===== config.mk =====
export PLATFORM = sky130hd
export DESIGN_NAME = serial_subtractor
export DESIGN_NICKNAME = d
export VERILOG_FILES = /design/src/rtl/serial_sub_pkg.sv /design/src/rtl/full_subtractor.sv /design/src/rtl/serial_subtractor.sv
export SDC_FILE = /design/constraint.sdc
export NUM_CORES = 1
export LEC_CHECK = 0
export ABC_CLOCK_PERIOD_IN_PS = 1600
export CAP_MARGIN = 20
export CELL_PAD_IN_SITES_DETAIL_PLACEMENT = 0
export CELL_PAD_IN_SITES_GLOBAL_PLACEMENT = 1
export CORE_UTILIZATION = 41
export DETAILED_ROUTE_END_ITERATION = 8
export GPL_ROUTABILITY_DRIVEN = 1
export PLACE_DENSITY = 0.75
export RECOVER_POWER = 100
export SYNTH_ARGS = -nofsm -noshare
export SYNTH_HDL_FRONTEND = slang
export SYNTH_HIERARCHICAL = 1
export SYNTH_SLANG_ARGS = --single-unit

===== constraint.sdc =====
create_clock -name clk -period 1.6 [get_ports clk]
set_input_delay 0.16 -clock clk [delete_from_list [all_inputs] [get_ports clk]]
set_output_delay 0.16 -clock clk [all_outputs]
set_load 0.1 [all_outputs]

===== src/rtl/serial_sub_pkg.sv =====
// Shared types and constants for the bit-serial subtractor.
package serial_sub_pkg;

  localparam int unsigned DefaultWidth = 8;

  typedef enum logic [1:0] {
    IDLE,
    SHIFT,
    DONE
  } state_e;

endpackage


===== src/rtl/full_subtractor.sv =====
// Single-bit full subtractor: d = x - y - bin, with borrow out.
module full_subtractor (
  input  logic x,
  input  logic y,
  input  logic bin,
  output logic d,
  output logic bout
);

  assign d    = x ^ y ^ bin;
  assign bout = (~x & y) | (~(x ^ y) & bin);

endmodule


===== src/rtl/serial_subtractor.sv =====
// Bit-serial a - b, LSB first, one bit per clock; result and flags held until the next completion.
// Optional signed-overflow output enabled by defining SERIAL_SUB_OVF_EN.
module serial_subtractor
  import serial_sub_pkg::*;
#(
  parameter int unsigned WIDTH = DefaultWidth
) (
  input  logic             clk,
  input  logic             rst_n,
  input  logic             start,
  input  logic [WIDTH-1:0] a,
  input  logic [WIDTH-1:0] b,
  output logic             busy,
  output logic             done,
  output logic [WIDTH-1:0] diff,
  output logic             borrow
`ifdef SERIAL_SUB_OVF_EN
  ,
  output logic             ovf
`endif
);

  localparam int unsigned CntW = $clog2(WIDTH + 1);

  state_e           state_q, state_d;
  logic [CntW-1:0]  cnt_q;
  logic [WIDTH-1:0] a_q, b_q, res_q, res_next;
  logic             bin_q;
  logic             d_bit, bout_bit;
  logic             last_bit;
`ifdef SERIAL_SUB_OVF_EN
  logic             a_msb_q, b_msb_q;
`endif

  full_subtractor u_fs (
    .x   (a_q[0]),
    .y   (b_q[0]),
    .bin (bin_q),
    .d   (d_bit),
    .bout(bout_bit)
  );

  assign last_bit = (cnt_q == CntW'(WIDTH - 1));
  // New difference bit enters at the MSB so the LSB lands at bit 0 after WIDTH shifts.
  assign res_next = (res_q >> 1) | (WIDTH'(d_bit) << (WIDTH - 1));

  always_comb begin
    state_d = state_q;
    unique case (state_q)
      IDLE:    if (start) state_d = SHIFT;
      SHIFT:   if (last_bit) state_d = DONE;
      DONE:    state_d = IDLE;
      default: state_d = IDLE;
    endcase
  end

  assign busy = (state_q != IDLE);
  assign done = (state_q == DONE);

  always_ff @(posedge clk or negedge rst_n) begin
    if (!rst_n) begin
      state_q <= IDLE;
      cnt_q   <= '0;
      a_q     <= '0;
      b_q     <= '0;
      res_q   <= '0;
      bin_q   <= 1'b0;
      diff    <= '0;
      borrow  <= 1'b0;
`ifdef SERIAL_SUB_OVF_EN
      a_msb_q <= 1'b0;
      b_msb_q <= 1'b0;
      ovf     <= 1'b0;
`endif
    end else begin
      state_q <= state_d;
      unique case (state_q)
        IDLE: begin
          if (start) begin
            a_q   <= a;
            b_q   <= b;
            res_q <= '0;
            cnt_q <= '0;
            bin_q <= 1'b0;
`ifdef SERIAL_SUB_OVF_EN
            a_msb_q <= a[WIDTH-1];
            b_msb_q <= b[WIDTH-1];
`endif
          end
        end
        SHIFT: begin
          a_q   <= a_q >> 1;
          b_q   <= b_q >> 1;
          bin_q <= bout_bit;
          res_q <= res_next;
          cnt_q <= cnt_q + CntW'(1);
          if (last_bit) begin
            diff   <= res_next;
            borrow <= bout_bit;
`ifdef SERIAL_SUB_OVF_EN
            // d_bit here is the result MSB.
            ovf <= (a_msb_q != b_msb_q) && (d_bit != a_msb_q);
`endif
          end
        end
        default: ;
      endcase
    end
  end

endmodule


======== After elaboration in Yosys (flattened, before gate mapping) ========
Cells that the tools add are included.
operators by class
  add/subtract/negate cells ............... 1
  equal/unequal tests ..................... 5
  muxes and demuxes ....................... 13
  bitwise operators ....................... 8
  reduce and logical (&&, ||, !) cells .... 6
operators by type and width
  cell                                                              count
  8-bit case mux with 2 select lines                                3
  8-bit 2-to-1 mux                                                  3
  7-bit by 8-bit bitwise OR with 8-bit output                       1
  4-bit case mux with 2 select lines                                1
  2-bit AND reduction                                               3
  4-bit by 1-bit adder with 4-bit output (second input constant)    1
  4-bit by 3-bit == test with 1-bit output (second input constant)  1
  2-bit 2-to-1 mux                                                  2
  4-bit 2-to-1 mux                                                  1
  2-bit != test (second input constant)                             2
  2-bit case mux with 2 select lines                                1
  2-bit nonzero test                                                2
  1-bit bitwise AND                                                 2
  2-bit by 1-bit == test with 1-bit output (second input constant)  1
  2-bit == test (second input constant)                             1
  2-bit logical NOT                                                 1
  1-bit inverter                                                    2
  1-bit case mux with 2 select lines                                1
  1-bit bitwise XOR                                                 2
  1-bit 2-to-1 mux                                                  1
  1-bit bitwise OR                                                  1
word-level totals
  bits in registers ....................... 40
  input bits .............................. 19
  output and inout port bits .............. 11
  logic and storage cells ................. 41

======== Depth between registers and ports, before layout ========
Gate-level depths: netlist (run 1).
  depth after elaboration ................. 5
  depth in mapped cells ................... 5
  depth with buffers taken out ............ 4

======== Modules after synthesis ========
Netlist (run 1), hierarchy kept.
by module, submodules not included
  module             times used  cells each  area each (µm²)  sequential area each (µm²)
  serial_subtractor  1           152         1,721.7          975.9
  full_subtractor    1           4           31.3             0.0

======== Worst setup path after synthesis (run 1) ========
No wires, ideal clock.
  kind .................................... reg-to-output
  from .................................... register state_q[1]
  to ...................................... output done
  arrival time ............................ 1.663 ns
  data required time ...................... 1.440 ns
  path slack .............................. -0.223 ns
  cell stages (with the launch flop) ...... 4
  path buffers ............................ 2
  cell sequence ........................... dfrtp_1 > clkbuf_1 > clkbuf_1 > and2b_1
between the ends
  cells in the longest elaborated chain, start to end .. 1
RTL lines
  element                 line                     text
  from (decl)             serial_subtractor.sv:25  state_e state_q, state_d;
  from (signal assigned)  serial_subtractor.sv:76  state_q <= state_d;
  2-bit == test           serial_subtractor.sv:58  assign done = (state_q == DONE);
  to (decl)               serial_subtractor.sv:14  output logic done,
Every way passes these cells.

======== Worst setup path in the final report (run 1) ========
  from .................................... register state_q[1]
  to ...................................... output busy
between the ends
  cells in the longest elaborated chain, start to end .. 1
RTL lines
  element             line                     text
  2-bit nonzero test  serial_subtractor.sv:57  assign busy = (state_q != IDLE);
  to (decl)           serial_subtractor.sv:13  output logic busy,
Every way passes these cells.

==> results by stage, run 1 <==
Status:
- The run finished with clean final reports.

Drt:
- Across all layers, the routed design uses 1313 vias.
- Dividing the detail-routed wire length by the instance count gives 15.27 µm.
- The routed design has 3.772 mm of wire.
- The post-route antenna net violation count is 0.
- For this run, the detailed router's first-pass iteration total came to 4.
- The detailed router finished its first iteration with 68 violations.
- Dividing the detail-routed via count by the number of cells gives 5.316.
- For this run, design rule violations remaining after detail routing come to 0.

Clock tree:
- The clock transition time at the flip-flop clock pins of the worst setup and hold paths is 0.07 ns.
- In this run the number of H-tree levels came out at 2.
- The cell at the root of the clock tree is sky130_fd_sc_hd__clkbuf_8.
- The number of sinks driven by the clock tree is 39.
- The number of buffers on the longest clock path is 2.
- The insertion delay to the later sink of the worst-skew pair is 0.29 ns.
- The total clock buffers created by CTS is 5.
- TritonCTS built the clock tree.

Cells and area:
- The area of all placed cells without fillers is 2215 µm².
- The area growth from synthesis to layout is 26.34%.
- The count of nets after finishing is 218.
- Cells fill 54.58% of the core in the end.
- The antenna diode count is 0.
- The layout cell share with drive strength beyond 1 is 23.86%.

Yosys:
- The number of flops mapped to enable cells by yosys is 0.
- The number of nets in the synthesized netlist is 177.
- Sequential cells were found to cover 55.67% of the synthesized design area.
- By area the synthesized netlist is led by sky130_fd_sc_hd__dfrtp_1 (56%), sky130_fd_sc_hd__nor2b_1 (6.4%), sky130_fd_sc_hd__a22oi_1 (6.0%).
- The fraction of registers with async set/reset is 100.0%.
- By count the netlist is led by sky130_fd_sc_hd__dfrtp_1 (39), sky130_fd_sc_hd__nor2b_1 (18), sky130_fd_sc_hd__a21oi_1 (17).
- The synthesized instance count is 156.
- In this run the mean area of a mapped cell was 11.24 µm².
- After synthesis, the largest area contributor takes up 55.67% of total cell area.
- In this run, distinct cell masters in the synthesized netlist total 26.
- Among all cell types in the netlist, the one instantiated most often is sky130_fd_sc_hd__dfrtp_1.
- The synthesized design contains 39 register bits.
- The dominant register cell in the synthesized netlist is sky130_fd_sc_hd__dfrtp_1.
- sky130_fd_sc_hd__dfrtp_1 takes more of the synthesized area than any other cell.
- During synthesis, Yosys emitted a total of 6 warnings.
- The mapped netlist covers 1753 µm².

STA:
- The worst slew margin relative to its limit is 36.66%.
- The final setup skew is 0.007127 ns.
- The setup TNS is 0 ns.
- Setup repair after global routing left no endpoint under its margin.
- Static timing analysis puts the maximum clock frequency at 654.0 MHz.
- The hold violation count in the final report is 0.
- The share of the cycle needed by the critical path after routing is 95.56%.
- The slew of the pin with the lowest slew margin is 0.9501 ns.
- The final critical path time including I/O delays and setup is 1.529 ns.
- The count of endpoints failing setup in the final report is 0.
- The worst setup margin is 0.07100 ns.
- The final max-slew violation count came to 0.

Global routing:
- The first global-routing pass estimated 6.382 mm of wire.
- Entering global routing, the biggest net connects 40 pins.
- The remaining global-route overflow is 0.
- The number of antenna violations at the first check in global routing is 0.
- Global routing used 19.48% of the available tracks across all layers.
- The via count of the first global-routing pass is 1342.

Power and ir drop:
- The leakage power summed over all cells is 0.9908 nW.
- Sequential cells account for 35.4% of the total power.
- The maximum VDD drop is 1.335 mV.
- The clock network fraction of design power is 13.8%.
- Total power for the finished layout comes to 4.810 mW.
- Summed over all nets, the switching power comes to 2.223 mW.
- Of the total power, the share spent switching nets is 46.21%.
- Cell internal power was estimated by the tool at 2.588 mW.
- Combinational logic burns 50.8% of the power.
- Dividing total power by cell area gives a power density of 2172 nW/µm².

Floorplan:
- The floorplan step defined a core boundary enclosing 4058 µm².
- 30 I/O pins were placed.
- Once the floorplan was initialized, standard cells occupied 43.20% of the core.
- The die height is 67.39 µm.
- The area of the die is 4541 µm².
- The floorplan die width is 67.39 µm.
- The initialized floorplan defines 23 standard-cell rows.

Setup path:
- The critical register-to-register path endpoint is a_q[3]$_DFFE_PN0P_.
- The data arrival time of the worst path is 1.37 ns.
- The startpoint identified for the worst register-to-register timing path is state_q[0]$_DFFE_PN0P_.
- The type of the worst setup path is flop to output port.
- For flop-to-flop paths, the worst setup slack is 0.10 ns.
- The worst setup path is launched from a flop.
- The worst-case reg-to-reg path depth is 6.
- The required time of the worst setup path is 1.44 ns.
- The critical path endpoint category is an output port.
- The critical path endpoint is busy.
- The critical path starts at state_q[1]$_DFFE_PN0P_.
- The top fanout value on the critical path is 22.

Run:
- Max-cap violations in this run came to 0.

Place:
- The post-detailed-placement cell area is 2265 µm².
- The placer congestion estimate is 0.6930.
- The post-place setup slack is 0.1124 ns.
- The detailed-placement wirelength estimate is 2.544 mm.
- The count of input and output buffers is 29.

Hold path:
- The path class of the tightest hold or removal check is input pin to flop.
## registers in the layout, indices dropped and copies added (netlist names)
signal and count:
a_q 8, b_q 8, bin_q 1, borrow 1
cnt_q 4, diff 8, res_q 7, state_q 2
## layer usage
| layer | global-route usage, % | share of wire [%] |
|---|---|---|
| met3 | 6.081 | 4.8 |
| met1 | 24.95 | 47 |
| met5 | 0 | 0 |
| met4 | 7.979 | 1.7 |
| met2 | 30.50 | 46 |
## stage by stage
stage,instances,hold WS [ns]
after floorplan,156,-0.1356
after global placement,238,0.2383
after detailed placement,238,0.2416
after CTS,247,0.4598
after global routing,247,0.5036
final,247,0.4864
## cells by family after synthesis
family | count (synthesis) | share of synthesized area, %
AO/OA/AOI/OAI | 59 | 21.13
multiplexers | 10 | 6.353
flip-flops | 39 | 55.67
AND/OR/NAND/NOR | 33 | 11.78
adder cells (fa/ha/maj) | 2 | 1.856
buffers and inverters | 13 | 3.212
## what timing repair did
item / CTS / global route
hold endpoints to repair: 39 / 0
resized for setup: 1 / 0
buffers inserted: 1 / 0
hold buffers: 1 / 0
setup endpoints to repair: 1 / 0
## worst min path at each step
stage | from | end | slack [ns] | cells past startpoint
after floorplan | rst_n | a_q[0]$_DFFE_PN0P_ | -0.14 | 0
after global placement | rst_n | b_q[3]$_DFFE_PN0P_ | 0.24 | 2
after detailed placement | rst_n | b_q[3]$_DFFE_PN0P_ | 0.24 | 2
after CTS | rst_n | b_q[4]$_DFFE_PN0P_ | 0.46 | 3
after global routing | a[5] | a_q[5]$_DFFE_PN0P_ | 0.50 | 3
final | a[6] | a_q[6]$_DFFE_PN0P_ | 0.49 | 3
## power by group through the flow
| stage | registers [mW] | clock network, mW | logic [mW] |
|---|---|---|---|
| after detailed placement | 1.78 | 0 | 2.76 |
| after floorplan | 2.37 | 0 | 1.14 |
| after global routing | 1.76 | 0.722 | 2.64 |
| after global placement | 1.77 | 0 | 2.71 |
| after CTS | 1.76 | 0.687 | 2.80 |
| final | 1.70 | 0.664 | 2.44 |
## placed cells by master (no fill, tap or decap), types with 3 or more instances in the layout
cell type / instances
sky130_fd_sc_hd__inv_1: 3
sky130_fd_sc_hd__buf_4: 9
sky130_fd_sc_hd__o21ai_0: 16
sky130_fd_sc_hd__mux2_2: 9
sky130_fd_sc_hd__nand3_1: 3
sky130_fd_sc_hd__clkdlybuf4s50_1: 17
sky130_fd_sc_hd__clkbuf_2: 14
sky130_fd_sc_hd__nor2b_1: 18
sky130_fd_sc_hd__dfrtp_1: 38
sky130_fd_sc_hd__a22oi_1: 14
sky130_fd_sc_hd__nand2_1: 5
sky130_fd_sc_hd__clkbuf_8: 6
sky130_fd_sc_hd__a22o_1: 10
sky130_fd_sc_hd__a21oi_1: 17
## critical path, stage by stage, from the launching register on
cell and delay [ns]:
sky130_fd_sc_hd__dfrtp_1 0.37, sky130_fd_sc_hd__buf_4 0.21, sky130_fd_sc_hd__or2_2 0.32, sky130_fd_sc_hd__buf_12 0.17
## area by class of cell
cell class                      count  area [µm²]
Sequential cell                    39       977.2
Clock buffer                        6       82.58
Timing Repair Buffer               44       354.1
Multi-Input combinational cell    104       721.9
Tap cell                           50       62.56
Inverter                            3       11.26
Fill cell                         356        1843
Clock inverter                      1       5.005
Note: power is estimated with default switching activity, not from simulation.
==> inputs of run 2 (changes only) <==
- CORE_MARGIN: not set -> 5
==> run 2 against run 1 <==
  * Sequential power about the same
  * Utilization decreased by 1.1 points
  * Sequential cell count unchanged
  * Die area increased by 25%
  * Total power decreased by 2.1%
  * Largest cell class unchanged
  * First-iteration DRC count decreased by 15%
  * Critical path type unchanged
  * Design area decreased by 1.4%
  * Worst hold slack improved by 0.014 ns
  * Clock skew decreased by 0.0014 ns
  * Largest power group unchanged
  * Global-route usage decreased by 4.4 points
  * Critical path depth unchanged
==> results by stage, run 2 (same netlist as run 1, synthesis figures left out) <==
Global routing:
- The wire length of the first global-routing pass is 6.472 mm (+1.4%).
- The via count of the first global-routing pass is 1354 (+0.89%).
- The total track usage is 15.10% (-4.4 points).
- The number of antenna violations at the first check in global routing is 0 (unchanged).
- The pin count of the biggest net entering global routing was 40 (unchanged).
- The remaining global-route overflow is 0 (unchanged).

Place:
- The detailed-placement wirelength estimate was 2.566 mm (+0.89%).
- The placer congestion estimate is 0.7384 (+6.6%).
- The count of input and output buffers is 29 (unchanged).
- The post-placement cell count came to 234 (-1.7%).

STA:
- The worst slew margin relative to its limit is 36.53% (-0.14 points).
- The peak clock frequency supported by timing was 648.5 MHz (-0.85%).
- The worst hold slack across all endpoints came to 0.5002 ns (+0.01378 ns).
- The final max-slew violation count was 0 (unchanged).
- The setup TNS is 0 ns (unchanged).
- The final critical path time including I/O delays and setup is 1.542 ns (+0.01305 ns).
- The slew of the pin with the lowest slew margin came to 0.9521 ns (+0.002043 ns).
- The hold violation count in the final report was 0 (unchanged).
- The count of endpoints failing setup in the final report is 0 (unchanged).
- The final setup skew is 0.005714 ns (-0.001412 ns).
- Setup repair after global routing left no endpoint under its margin.
- The share of the cycle needed by the critical path after routing is 96.38% (+0.82 points).

Cells and area:
- The most common library cell in the layout ignoring fill and taps is sky130_fd_sc_hd__dfrtp_1.
- The library cells used most frequently in the layout, excluding fill and tap cells, are sky130_fd_sc_hd__dfrtp_1 (39), sky130_fd_sc_hd__nor2b_1 (18), sky130_fd_sc_hd__a21oi_1 (17), sky130_fd_sc_hd__clkdlybuf4s50_1 (17), sky130_fd_sc_hd__o21ai_0 (16).
- The post-layout instance count excluding filler cells is 242 (-2.0%).
- The layout cell share with drive strength beyond 1 came to 20.83% (-3.0 points).
- The antenna diode count came to 0 (unchanged).
- Relative to the synthesized area, the layout overhead comes to 24.55%.
- The largest registers in the layout are a_q (8), b_q (8), diff (8).
- The count of nets after finishing was 214 (-1.8%).

Clock tree:
- The insertion delay to the later sink of the worst-skew pair came to 0.28 ns (about the same).
- The number of levels the H-tree was split into is 2 (unchanged).
- TritonCTS built the clock tree.
- The total clock buffers created by CTS is 5 (unchanged).
- The number of buffers on the longest clock path was 2 (unchanged).
- The clock transition time at the flip-flop clock pins of the worst setup and hold paths was 0.07 ns (about the same).
- The cell at the root of the clock tree is sky130_fd_sc_hd__clkbuf_8.
- The number of sinks driven by the clock tree was 39 (unchanged).
- The number of gates given a new drive strength after cts is 0 (-1).

Setup path:
- The type of element launching the critical path is a flop.
- The required time of the worst setup path is 1.44 ns (about the same).
- Among cell families on the critical path, the largest total delay comes from flip-flops.
- By startpoint and endpoint, the worst setup path is classified as flop to output port.
- Traced cell by cell, the critical path runs through buf_4 -> or2_2 -> buf_12.
- The worst path buffer plus inverter count is 2 (unchanged).
- The data arrival time of the worst path is 1.38 ns (about the same).
- The slowest stage cell on the critical path is sky130_fd_sc_hd__dfrtp_1.
- The top fanout value on the critical path is 22 (unchanged).
- The worst setup path is captured at an output port.
- The largest incremental delay on the critical path is 0.38 ns (about the same).

Drt:
- The ratio of routed vias to standard cells is 5.446 (+2.5%).
- The detailed-router iteration count before antenna repair came to 5 (+1).
- The final routed wirelength across all metal layers came to 3.727 mm (-1.2%).
- The number of DRC markers in iteration 0 is 58 (-15%).
- The wire length per cell is 15.40 µm (+0.85%).
- The overall via count from detail_route came to 1318 (+0.38%).
- The residual DRC count was 0 (unchanged).
- The post-route antenna net violation count is 0 (unchanged).

Status:
- The run finished with clean final reports.

Power and ir drop:
- The leakage power summed over all cells is 0.9671 nW (-2.4%).
- The clock network fraction of design power came to 12.5% (-1.3 points).
- The total internal power was 2.521 mW (-2.6%).
- The maximum VDD drop was 1.297 mV (-2.8%).
- The portion of total power attributed to sequential cells is 36.1% (+0.7 points).
- The net switching share of the total power is 46.46% (+0.25 points).
- The net switching power figure is 2.188 mW (-1.6%).
- The power per unit of standard cell area is 2157 nW/µm² (-0.70%).
- The fraction of power consumed by combinational cells came to 51.3% (+0.5 points).

Floorplan:
- The floorplan core area is 4086 µm² (+0.71%).
- The starting density of the core is 42.90% (-0.30 points).
- The floorplan die width came to 75.39 µm (+12%).
- The die height is 75.39 µm (+12%).
- The count of standard-cell rows came to 23 (unchanged).
- The area of the die was 5683 µm² (+25%).
- The number of top-level pins came to 30 (unchanged).

Run:
- The total of max-cap violations is 0 (unchanged).

Hold path:
- The worst min-delay path category is input pin to flop.
## run 2: cell count changes in the layout (fill, tap and decap cells not counted), sizes merged
cell    change
clkinv      -1
clkbuf      -1
buf         -3
## run 2: final timing paths
check	startpoint	endpoint	slack, ns	cells after the start
max	state_q[1]$_DFFE_PN0P_	busy	0.06	3
min	a[6]	a_q[6]$_DFFE_PN0P_	0.50	3
max reg2reg	cnt_q[0]$_DFFE_PN0P_	diff[1]$_DFFE_PN0P_	0.10	5
min reg2reg	bin_q$_DFFE_PN0P_	bin_q$_DFFE_PN0P_	0.50	1
max in group asynchronous	rst_n	a_q[3]$_DFFE_PN0P_	0.37	3
min in group asynchronous	rst_n	b_q[2]$_DFFE_PN0P_	0.63	3
## run 2: power by group through the flow
stage / registers [mW] / logic, mW / clock network, mW
after floorplan: 2.37 / 1.14 / 0
after global placement: 1.76 / 2.68 / 0
after detailed placement: 1.77 / 2.75 / 0
after CTS: 1.76 / 2.76 / 0.619
after global routing: 1.76 / 2.61 / 0.663
final: 1.70 / 2.42 / 0.591
## run 2: timing repair
item | CTS | global route
endpoints found under the hold margin | 39 | 0
endpoints found under the setup margin | 0 | 9
setup buffers | 0 | 1
hold buffers | 1 | 0
## run 2: through the flow
| step | worst slack, ns | power [mW] | util, % | cell area (µm²) |
|---|---|---|---|---|
| CTS | 0.0001561 | 5.137 | 56.71 | 2317 |
| global route | 0.0003689 | 5.038 | 53.43 | 2183 |
| global placement | 0.08829 | 4.445 | 54.68 | 2235 |
| finish | 0.05795 | 4.709 | 53.43 | 2183 |
| detailed placement | 0.01602 | 4.521 | 54.68 | 2235 |
| floorplan | 0.01934 | 3.511 | - | 1754 |
## run 2: worst register-to-register path, delay by kind of cell (launching register included)
family	cells	cell delay, ns
buffers and inverters	1	0.15
and+or+nand+nor	2	0.32
DFF	1	0.38
muxes	1	0.33
adders and majority gates	1	0.20
## run 2: layout make-up
type / count / area, µm²
Tap cell: 50 / 62.56
Multi-Input combinational cell: 104 / 721.9
Timing Repair Buffer: 40 / 339.1
Sequential cell: 39 / 975.9
Fill cell: 358 / 1903
Inverter: 3 / 11.26
Clock buffer: 6 / 72.57
## run 2: layer usage
layer,wire length [µm],track usage (%),vias to the layer above,part of all wire [%]
met5,0,0,-,0
met4,40,5.049,0,1.1
met2,1697,22.44,46,46
li1,-,-,633,-
met1,1762,20.66,633,47
met3,227,5.277,6,6.1
